--- src/rtl/pc_state_reg.sv ---
`default_nettype none
// ============================================================================
// Module   : pc_state_reg
// Purpose  : Y86-64 architectural PC, run/halt control, stat code and
//            retired-instruction counter.
// Revision : 1.0 - initial release
// ============================================================================
module pc_state_reg #(
  parameter logic [63:0] RESET_PC = 64'h0,
  parameter int          COUNT_W  = 64
) (
  input  logic               clk,
  input  logic               rst_n,
  input  logic               start,
  input  logic               stall,
  input  logic [63:0]        PC_update,
  input  logic [3:0]         icode,
  input  logic               imem_error,
  input  logic               dmem_error,
  output logic [63:0]        PC,
  output logic [2:0]         stat,
  output logic               running,
  output logic               halted,
  output logic [COUNT_W-1:0] icount
);

  typedef enum logic [1:0] {
    ST_IDLE = 2'd0,
    ST_RUN  = 2'd1,
    ST_HALT = 2'd2
  } state_t;

  localparam logic [2:0] C_STAT_AOK = 3'd1;
  localparam logic [2:0] C_STAT_HLT = 3'd2;
  localparam logic [2:0] C_STAT_ADR = 3'd3;
  localparam logic [2:0] C_STAT_INS = 3'd4;
  localparam logic [3:0] C_ICODE_HALT = 4'h0;
  localparam logic [3:0] C_ICODE_MAX  = 4'hB;

  state_t               state_q, state_d;
  logic [63:0]          pc_q, pc_d;
  logic [2:0]           stat_q, stat_d;
  logic [COUNT_W-1:0]   icount_q, icount_d;
  logic                 running_q, running_d;
  logic                 halted_q, halted_d;

  always_comb begin
    state_d  = state_q;
    pc_d     = pc_q;
    stat_d   = stat_q;
    icount_d = icount_q;
    case (state_q)
      ST_IDLE: begin
        if (start) state_d = ST_RUN;
      end
      ST_RUN: begin
        if (!stall) begin
          // Fault checks are ordered; the first match wins.
          if (imem_error) begin
            stat_d  = C_STAT_ADR;
            state_d = ST_HALT;
          end else if (icode > C_ICODE_MAX) begin
            stat_d  = C_STAT_INS;
            state_d = ST_HALT;
          end else if (dmem_error) begin
            stat_d  = C_STAT_ADR;
            state_d = ST_HALT;
          end else if (icode == C_ICODE_HALT) begin
            stat_d   = C_STAT_HLT;
            state_d  = ST_HALT;
            icount_d = icount_q + COUNT_W'(1);
          end else begin
            pc_d     = PC_update;
            icount_d = icount_q + COUNT_W'(1);
          end
        end
      end
      ST_HALT: begin
        state_d = ST_HALT;
      end
      default: begin
        // Unused encoding falls back to idle.
        state_d = ST_IDLE;
      end
    endcase
    running_d = (state_d == ST_RUN);
    halted_d  = (state_d == ST_HALT);
  end

  always_ff @(posedge clk or negedge rst_n) begin
    if (!rst_n) begin
      state_q   <= ST_IDLE;
      pc_q      <= RESET_PC;
      stat_q    <= C_STAT_AOK;
      icount_q  <= '0;
      running_q <= 1'b0;
      halted_q  <= 1'b0;
    end else begin
      state_q   <= state_d;
      pc_q      <= pc_d;
      stat_q    <= stat_d;
      icount_q  <= icount_d;
      running_q <= running_d;
      halted_q  <= halted_d;
    end
  end

  assign PC      = pc_q;
  assign stat    = stat_q;
  assign running = running_q;
  assign halted  = halted_q;
  assign icount  = icount_q;

endmodule
`default_nettype wire

--- config.mk ---
export PLATFORM = sky130hd
export DESIGN_NAME = pc_state_reg
export DESIGN_NICKNAME = d
export VERILOG_FILES = /design/src/rtl/pc_state_reg.sv
export SDC_FILE = /design/constraint.sdc
export NUM_CORES = 1
export LEC_CHECK = 0
export ABC_AREA = 1
export BUFFER_PORTS_ARGS = -buffer_cell sky130_fd_sc_hd__buf_2
export CAP_MARGIN = 20
export CORE_MARGIN = 2
export CORE_UTILIZATION = 51
export DETAILED_ROUTE_END_ITERATION = 6
export GPL_ROUTABILITY_DRIVEN = 0
export GPL_TIMING_DRIVEN = 0
export PLACE_DENSITY = 0.84
export SETUP_SLACK_MARGIN = 0.1
export SLEW_MARGIN = 10
export SYNTH_ARGS = -nofsm -noshare
export SYNTH_HDL_FRONTEND = slang
export SYNTH_SLANG_ARGS = --single-unit
--- constraint.sdc ---
create_clock -name clk -period 1.7 [get_ports clk]
set_input_delay 0.255 -clock clk [delete_from_list [all_inputs] [get_ports clk]]
set_output_delay 0.255 -clock clk [all_outputs]
set_load 0.005 [all_outputs]
==> results of run 1 <==
==> through the flow <==
step	TNS, ns	setup WS (ns)	power [uW]
after floorplan	0	0.133	3380
after global placement	-193.23	-1.44	3580
after detailed placement	-1.52	-0.231	3590
after CTS	0	0.0435	7020
after global routing	-1.73	-0.142	7210
final	-0.182	-0.0616	6990
==> power by group <==
group / switching, uW / internal (uW)
logic: 142 / 130
clock network: 1410 / 2030
registers: 23.8 / 3250
==> area by class of cell <==
type	instances	area, um2	share of cell area
sequential	135	3380	0.374
multi-input combinational	478	3130	0.346
timing repair buffer	256	1460	0.161
clock buffer	19	443	0.0490
tap	172	215	0.0238
inverter	50	188	0.0207
buffer	8	110	0.0122
clock inverter	13	106	0.0118
antenna	3	7.51	0.000830
==> layer usage <==
metal,routed length [um],part of all wire
met5,0,0
met2,10100,0.50
met3,1660,0.083
met4,942,0.047
met1,7310,0.37
==> final timing paths <==
| path | from | endpoint | slack, ns | cells past startpoint |
|---|---|---|---|---|
| hold reg to reg | stat[1]$_DFFE_PN0P_ | stat[1]$_DFFE_PN0P_ | 0.48 | 1 |
| min in group asynchronous | rst_n | icount[46]$_DFFE_PN0P_ | 0.31 | 2 |
| hold / removal | PC_update[43] | PC[43]$_DFFE_PN0P_ | 0.06 | 2 |
| setup reg to reg | icount[19]$_DFFE_PN0P_ | icount[45]$_DFFE_PN0P_ | -0.06 | 8 |
| max in group asynchronous | rst_n | PC[9]$_DFFE_PN0P_ | 0.60 | 3 |
| setup / recovery | icount[19]$_DFFE_PN0P_ | icount[45]$_DFFE_PN0P_ | -0.06 | 8 |
==> flip-flops by register name, summed over array words and instances (netlist names) <==
register / cells
PC: 64
state_q: 2
running: 1
stat: 3
icount: 64
halted: 1
==> worst max-delay path: stages, from the launching register on <==
cell and delay (ns):
dfrtp_1 0.42, nand2_1 0.11, nor2_1 0.21, nand2_1 0.15, nor2_2 0.16, inv_1 0.09, nor2_4 0.26, nand2_1 0.11
xnor2_1 0.13
==> cell families (layout without fill, tap and decap cells) <==
kind of cell / Yosys count / count (layout) / synth area share
simple gates: 358 / 359 / 0.253
flops: 135 / 135 / 0.522
mux: 64 / 64 / 0.111
buf+inv: 58 / 346 / 0.0429
xor+xnor: 45 / 45 / 0.0609
compound gates: 9 / 9 / 0.00850
fa+ha+maj: 1 / 1 / 0.00193
other cells: 0 / 3 / 0
==> placed cells by master (no fill, tap or decap), drive strengths merged, types with 18 or more instances in the layout <==
master	n
buf	263
clkbuf	19
dfrtp	134
inv	51
mux2	64
nand2	173
nand3	34
nand4	21
nor2	114
xnor2	27
xor2	18
==> timing repair <==
action                                  in CTS  in global routing
hold endpoints to repair                    43                  0
hold buffers                                 1                  0
setup buffers                               16                 32
pin swaps                                   21                 27
endpoints found under the setup margin      39                 51
resized for setup                           39                 62
gates cloned                                 0                  1
==> impl_metrics.yaml, run 1 <==
run_status:
  outcome: "finished, violations left"
  violations: "negative setup slack"
worst_setup_path:
  cp_data_required_time_ns: 2.01
  endpoint_kind: "register"
  critPathArrivalTime_ns: 2.07
  worstSetupPathType: "register to register"
  cp-start-kind: "register"
  cp_max_fo: 6
synth:
  synth_top_area_frac: 0.518
  yosysTopAreaCell: "dfrtp_1"
  ys_seq_area_frac: 0.522
  async_flop_share: 1.00
  yosysUniqueCellTypes: 32
  syn_inst: 670
  synth_edf_count: 0
  synthTopCellsByCount: "nand2_1 (168), dfrtp_1 (134), nor2_1 (96)"
  syn_area_um2: 6480
  ys_ff_latch: 135
  synth_ff_type: "dfrtp_1"
  synth_nets: 745
  postSynthAreaPerCell_um2: 9.67
  synth_most_common_cell: "nand2_1"
  yosys-top-cells-area: "dfrtp_1 (52%), mux2_2 (11%), nand2_1 (9.7%), nor2_1 (5.6%), xnor2_1 (3.7%)"
  synth_warnings: 0
floorplanning:
  die_area_um2: 13600
  fp.dieH_um: 117
  fp-row-count: 41
  die_w_um: 117
  initial_core_util: 0.517
  core_um2: 12500
  pin_count: 207
timing:
  slew_headroom: 0.626
  finalCriticalPeriod_ns: 1.76
  finalSetupViolCount: 6
  fin_skew_ns: 0.0136
  period_share: 1.04
  worst_slack_ns: -0.0616
  hold_slack_ns: 0.0554
  tightest_slew_ns: 0.556
  max_freq_mhz: 568
  hold_viol: 0
  slew_viol_final: 0
  rsz0062_at_grt: "yes"
clocking:
  clkTransAtPathRegs_ns: 0.06
  cts_sinks: 135
  tritoncts: "done"
  cts.htree.levels: 4
  worstSkewPairLatency_ns: 0.43
  ctsRootBufferMaster: "clkbuf_16"
  cts_inserted_buffers: 17
  clock_path_buffers: 2
final_layout:
  finish.utilization: 0.723
  fin_area_um2: 9050
  drive_gt1_frac: 0.475
  final_cell_count_no_fill: 1134
  syn2layout_area_growth_pct: 39.7
  finalNetCount: 1021
  num-fill-cells: 869
global_route:
  grt_pass1_vias: 5381
  grt_util_met2: 0.454
  grt_use_met1: 0.307
  grt_overflow: 0
  grt_use_total: 0.265
  antenna_found_initial: 3
  grt_max_degree: 92
  grt_busiest_layer: "met2"
  use_met3: 0.0602
  grt_pass1_wl_um: 27000
route:
  drt-initial-drc-count: 734
  routedWlPerCell_um: 17.6
  routed_wl_um: 20000
  routed_via_density: 5.31
  vias: 6026
  ant_nets: 0
  drc: 0
  first_pass_iters: 5
placement:
  place_hpwl_um: 13100
  dpl_cell_area_um2: 7760
  io_buffers: 206
  dp.cells: 1049
hold_path:
  min_path_type: "primary input to register"
power:
  leakage_uw: 0.00472
  peakVddDrop_mv: 0.474
  power_density_nw_per_um2: 773
job:
  drv_cap: 0
Note: power is estimated with default switching activity, not from simulation.
==> inputs of run 2 (changes only) <==
HOLD_SLACK_MARGIN = 0.05   (was default)
MAX_ROUTING_LAYER = met4   (was default)
==> impl_metrics.yaml, run 2 (same netlist as run 1, synthesis figures left out) <==
run_status:
  outcome: "finished, violations left"
  violations: "negative setup slack"
floorplanning:
  pin_count: 207
  fp-row-count: 41
  core_um2: 12500
  initial_core_util: 0.517
  die_area_um2: 13600
  die_w_um: 117
  fp.dieH_um: 117
clocking:
  cts_sinks: 135
  cts_inserted_buffers: 17
  tritoncts: "done"
  clkTransAtPathRegs_ns: 0.06
  worstSkewPairLatency_ns: 0.43
  cts.htree.levels: 4
  ctsRootBufferMaster: "clkbuf_16"
  clock_path_buffers: 2
timing:
  hold_viol: 0
  finalCriticalPeriod_ns: 1.75
  tightest_slew_ns: 0.525
  slew_headroom: 0.647
  slew_viol_final: 0
  fin_skew_ns: 0.0108
  worst_slack_ns: -0.0461
  hold_slack_ns: 0.0572
  max_freq_mhz: 573
  period_share: 1.03
  finalSetupViolCount: 5
  rsz0062_at_grt: "yes"
final_layout:
  layout_commonest_cell: "buf_2"
  final_cell_mix: "buf_2 (205), nand2_1 (151), dfrtp_1 (130)"
  final_cell_count_no_fill: 1141
  drive_gt1_frac: 0.475
  finalNetCount: 1027
  syn2layout_area_growth_pct: 41.0
placement:
  io_buffers: 206
  dp.cells: 1049
  place_hpwl_um: 13100
global_route:
  grt_pass1_vias: 5438
  grt_use_total: 0.278
  antenna_found_initial: 4
  grt_max_degree: 92
  grt_pass1_wl_um: 27400
  grt_overflow: 0
worst_setup_path:
  endpoint_kind: "register"
  cp_data_required_time_ns: 2.02
  rrSetupSlack_ns: -0.05
  worstSetupPathType: "register to register"
  cp_max_fo: 4
  r2r-end: "icount[20]$_DFFE_PN0P_"
  cp-start-kind: "register"
  r2r-start: "icount[5]$_DFFE_PN0P_"
  worst_r2r_path_depth: 8
  critPathArrivalTime_ns: 2.06
hold_path:
  min_path_type: "primary input to register"
  hold_start: "PC_update[21]"
  min_to: "PC[21]$_DFFE_PN0P_"
  hold_depth: 2
job:
  drv_cap: 0
route:
  ant_nets: 0
  drt-initial-drc-count: 592
  vias: 6127
  routedWlPerCell_um: 17.8
  routed_wl_um: 20400
  first_pass_iters: 5
  drc: 0
  routed_via_density: 5.37
power:
  peakVddDrop_mv: 0.476
  power_density_nw_per_um2: 768
  leakage_uw: 0.00480
run 2: cell type report:
class                           count  area, um2
Sequential cell                   135       3380
Inverter                           50        188
Clock inverter                     13        106
Antenna cell                        4       10.0
Clock buffer                       19        443
Fill cell                         860       3390
Tap cell                          172        215
Buffer                              8        106
Multi-Input combinational cell    478       3150
Timing Repair Buffer              262       1530
run 2: critical path, stage by stage, from the launching register on:
cell,delay [ns]
dfrtp_1,0.43
nand2_1,0.21
nor2_2,0.22
nand2_1,0.10
nor2_1,0.17
nand2_1,0.15
nor2_1,0.18
xnor2_1,0.13
inv_1,0.05
run 2: where the power goes:
part           leakage, uW  switching [uW]  internal, uW
combinational      0.00271             143           134
sequential         0.00183            24.1          3250
clock             0.000261            1430          2030
total              0.00480            1590          5420
run 2: worst max-delay path by stage:
stage | start | end | slack (ns) | depth (start not counted)
after detailed placement | icount[1]$_DFFE_PN0P_ | icount[38]$_DFFE_PN0P_ | -0.23 | 9
after global placement | rst_n | PC[1]$_DFFE_PN0P_ | -1.44 | 1
after global routing | icount[5]$_DFFE_PN0P_ | icount[56]$_DFFE_PN0P_ | -0.15 | 9
after floorplan | icount[1]$_DFFE_PN0P_ | icount[52]$_DFFE_PN0P_ | 0.13 | 10
after CTS | state_q[1]$_DFF_PN0_ | icount[59]$_DFFE_PN0P_ | 0.04 | 11
final | icount[5]$_DFFE_PN0P_ | icount[20]$_DFFE_PN0P_ | -0.05 | 8
run 2: metrics by stage:
step	TNS, ns	setup WS, ns	cell area, um2	util	power (uW)
after CTS	0	0.0435	8610	0.688	7020
final	-0.125	-0.0461	9130	0.729	7010
after global routing	-1.58	-0.155	9130	0.729	7250
after detailed placement	-1.52	-0.231	7760	0.620	3590
after global placement	-193.23	-1.44	7720	0.617	3580
after floorplan	0	0.133	6480	-	3380
run 2: per-layer routing:
metal | GRT usage | part of all wire | wire length (um) | vias to the layer above
met5 | - | 0 | 0 | -
met4 | 0.163 | 0.052 | 1070 | 0
met3 | 0.0659 | 0.087 | 1770 | 95
met2 | 0.453 | 0.50 | 10100 | 365
met1 | 0.312 | 0.36 | 7420 | 2917
li1 | - | - | - | 2750
run 2: repair_timing:
action | in CTS | in global routing
hold buffers | 4 | 0
pin swaps | 21 | 29
hold endpoints to repair | 46 | 0
setup buffers | 16 | 35
setup endpoints to repair | 39 | 51
gates resized for setup | 39 | 63
cloned | 0 | 1
==> inputs of run 3 (changes only) <==
CAP_MARGIN = default   (was 20)
CORE_ASPECT_RATIO = 1.75   (was default)
SLEW_MARGIN = default   (was 10)
==> impl_metrics.yaml, run 3 (same netlist as run 1, synthesis figures left out) <==
global_route:
  grt_pass1_vias: 5709
  grt_use_met1: 0.282
  grt_overflow: 0
  use_met3: 0.0729
  grt_max_degree: 98
  grt_use_total: 0.290
  grt_pass1_wl_um: 28900
  grt_util_met2: 0.499
  grt_busiest_layer: "met2"
  antenna_found_initial: 2
worst_setup_path:
  endpoint_kind: "register"
  worst-path-buf-inv: 0
  critPathTopFamily: "simple AND/OR/NAND/NOR gates"
  max_stage_delay_ns: 0.42
  crit_chain: "nand2_1 > nor2_2 > nand2_1 > nor2_2 > nand2_4 > nor2_4 > nand2_2 > xnor2_2"
  cp_max_fo: 4
  worstSetupPathType: "register to register"
  critPathArrivalTime_ns: 1.96
  cp_data_required_time_ns: 1.99
  cp-start-kind: "register"
  crit_slowest_cell: "dfrtp_1"
timing:
  finalSetupViolCount: 0
  worst_slack_ns: 0.0245
  period_share: 0.986
  hold_viol: 0
  slew_viol_final: 0
  fin_skew_ns: 0.0156
  slew_headroom: 0.660
  tightest_slew_ns: 0.506
  rsz0062_at_grt: "yes"
  max_freq_mhz: 597
  finalCriticalPeriod_ns: 1.68
final_layout:
  drive_gt1_frac: 0.486
  num-fill-cells: 861
  register_area_um2: 3390
  layout_commonest_cell: "buf_2"
  finalNetCount: 1008
  syn2layout_area_growth_pct: 39.0
  finish.utilization: 0.724
  final_cell_mix: "buf_2 (205), nand2_1 (147), dfrtp_1 (122)"
  multi_input_area_um2: 3160
power:
  peakVddDrop_mv: 0.705
  power_density_nw_per_um2: 784
  leakage_uw: 0.00467
  power.total_uw: 7060
clocking:
  worstSkewPairLatency_ns: 0.42
  clkTransAtPathRegs_ns: 0.07
  cts_sinks: 135
  cts_inserted_buffers: 17
  cts.htree.levels: 4
  tritoncts: "done"
  ctsRootBufferMaster: "clkbuf_16"
  clock_path_buffers: 2
hold_path:
  min_path_type: "primary input to register"
route:
  first_pass_iters: 5
  ant_nets: 0
  drt-initial-drc-count: 361
  vias: 6110
  routedWlPerCell_um: 19.1
  routed_wl_um: 21300
  routed_via_density: 5.47
  drc: 0
floorplanning:
  core_um2: 12400
  initial_core_util: 0.521
  die_area_um2: 13700
  pin_count: 207
  fp-row-count: 54
  fp.dieH_um: 153
  die_w_um: 89.2
placement:
  place_hpwl_um: 14500
  io_buffers: 206
  place_ws_ns: -0.201
run_status:
  outcome: "finished, final reports clean"
job:
  drv_cap: 0
## run 3: cell count changes in the layout (fill, tap and decap cells not counted), moves of 4 or more
cell	previous run	this run
clkinv_2	6	1
buf_4	45	30
nand2_1	151	147
dfrtp_1	130	122
inv_6	1	5
dfrtp_2	4	12
inv_8	0	4
nand2_2	15	21
## run 3: layout make-up
class,instances,area share
flip-flops and latches,135,0.377
plain buffers,8,0.0114
well taps,168,0.0233
repair buffers,243,0.154
diodes,2,0.000556
clock inverters,15,0.0147
inverters,50,0.0208
clock buffers,17,0.0472
multi-input cells,478,0.351
## run 3: metrics by stage
stage,hold slack (ns),cell area [um2],std cells,setup TNS (ns)
after global placement,0.469,7720,1044,-191.07
after floorplan,-0.0406,6480,670,0
after global routing,0.0603,9000,1116,-0.462
after CTS,0.0544,8500,1089,0
final,0.0677,9000,1116,0
after detailed placement,0.190,7750,1045,-1.31
## run 3: what timing repair did
item / in CTS / in global routing
gates cloned: 0 / 3
buffers inserted: 11 / 22
hold buffers: 1 / 0
pin swaps: 10 / 18
resized for setup: 30 / 86
setup endpoints to repair: 34 / 54
hold endpoints to repair: 38 / 0
## run 3: worst paths after layout
check,start,endpoint,slack (ns),cells after the start
max,icount[7]$_DFFE_PN0P_,icount[40]$_DFFE_PN0P_,0.02,8
min,PC_update[21],PC[21]$_DFFE_PN0P_,0.07,2
max reg2reg,icount[7]$_DFFE_PN0P_,icount[40]$_DFFE_PN0P_,0.02,8
min reg2reg,stat[0]$_DFFE_PN1P_,stat[0]$_DFFE_PN1P_,0.49,2
max in group asynchronous,rst_n,state_q[0]$_DFF_PN0_,0.53,3
min in group asynchronous,rst_n,PC[26]$_DFFE_PN0P_,0.34,2
## run 3: report_power, final
group	internal, uW	switching [uW]	leakage (uW)
Combinational	130	145	0.00259
Clock	1930	1580	0.000265
Sequential	3250	25.3	0.00182
## run 3: layer usage
| metal | vias to the layer above | share of wire |
|---|---|---|
| met5 | - | 0 |
| met4 | 0 | 0.064 |
| met3 | 109 | 0.070 |
| met2 | 358 | 0.54 |
| met1 | 2935 | 0.33 |
| li1 | 2708 | - |
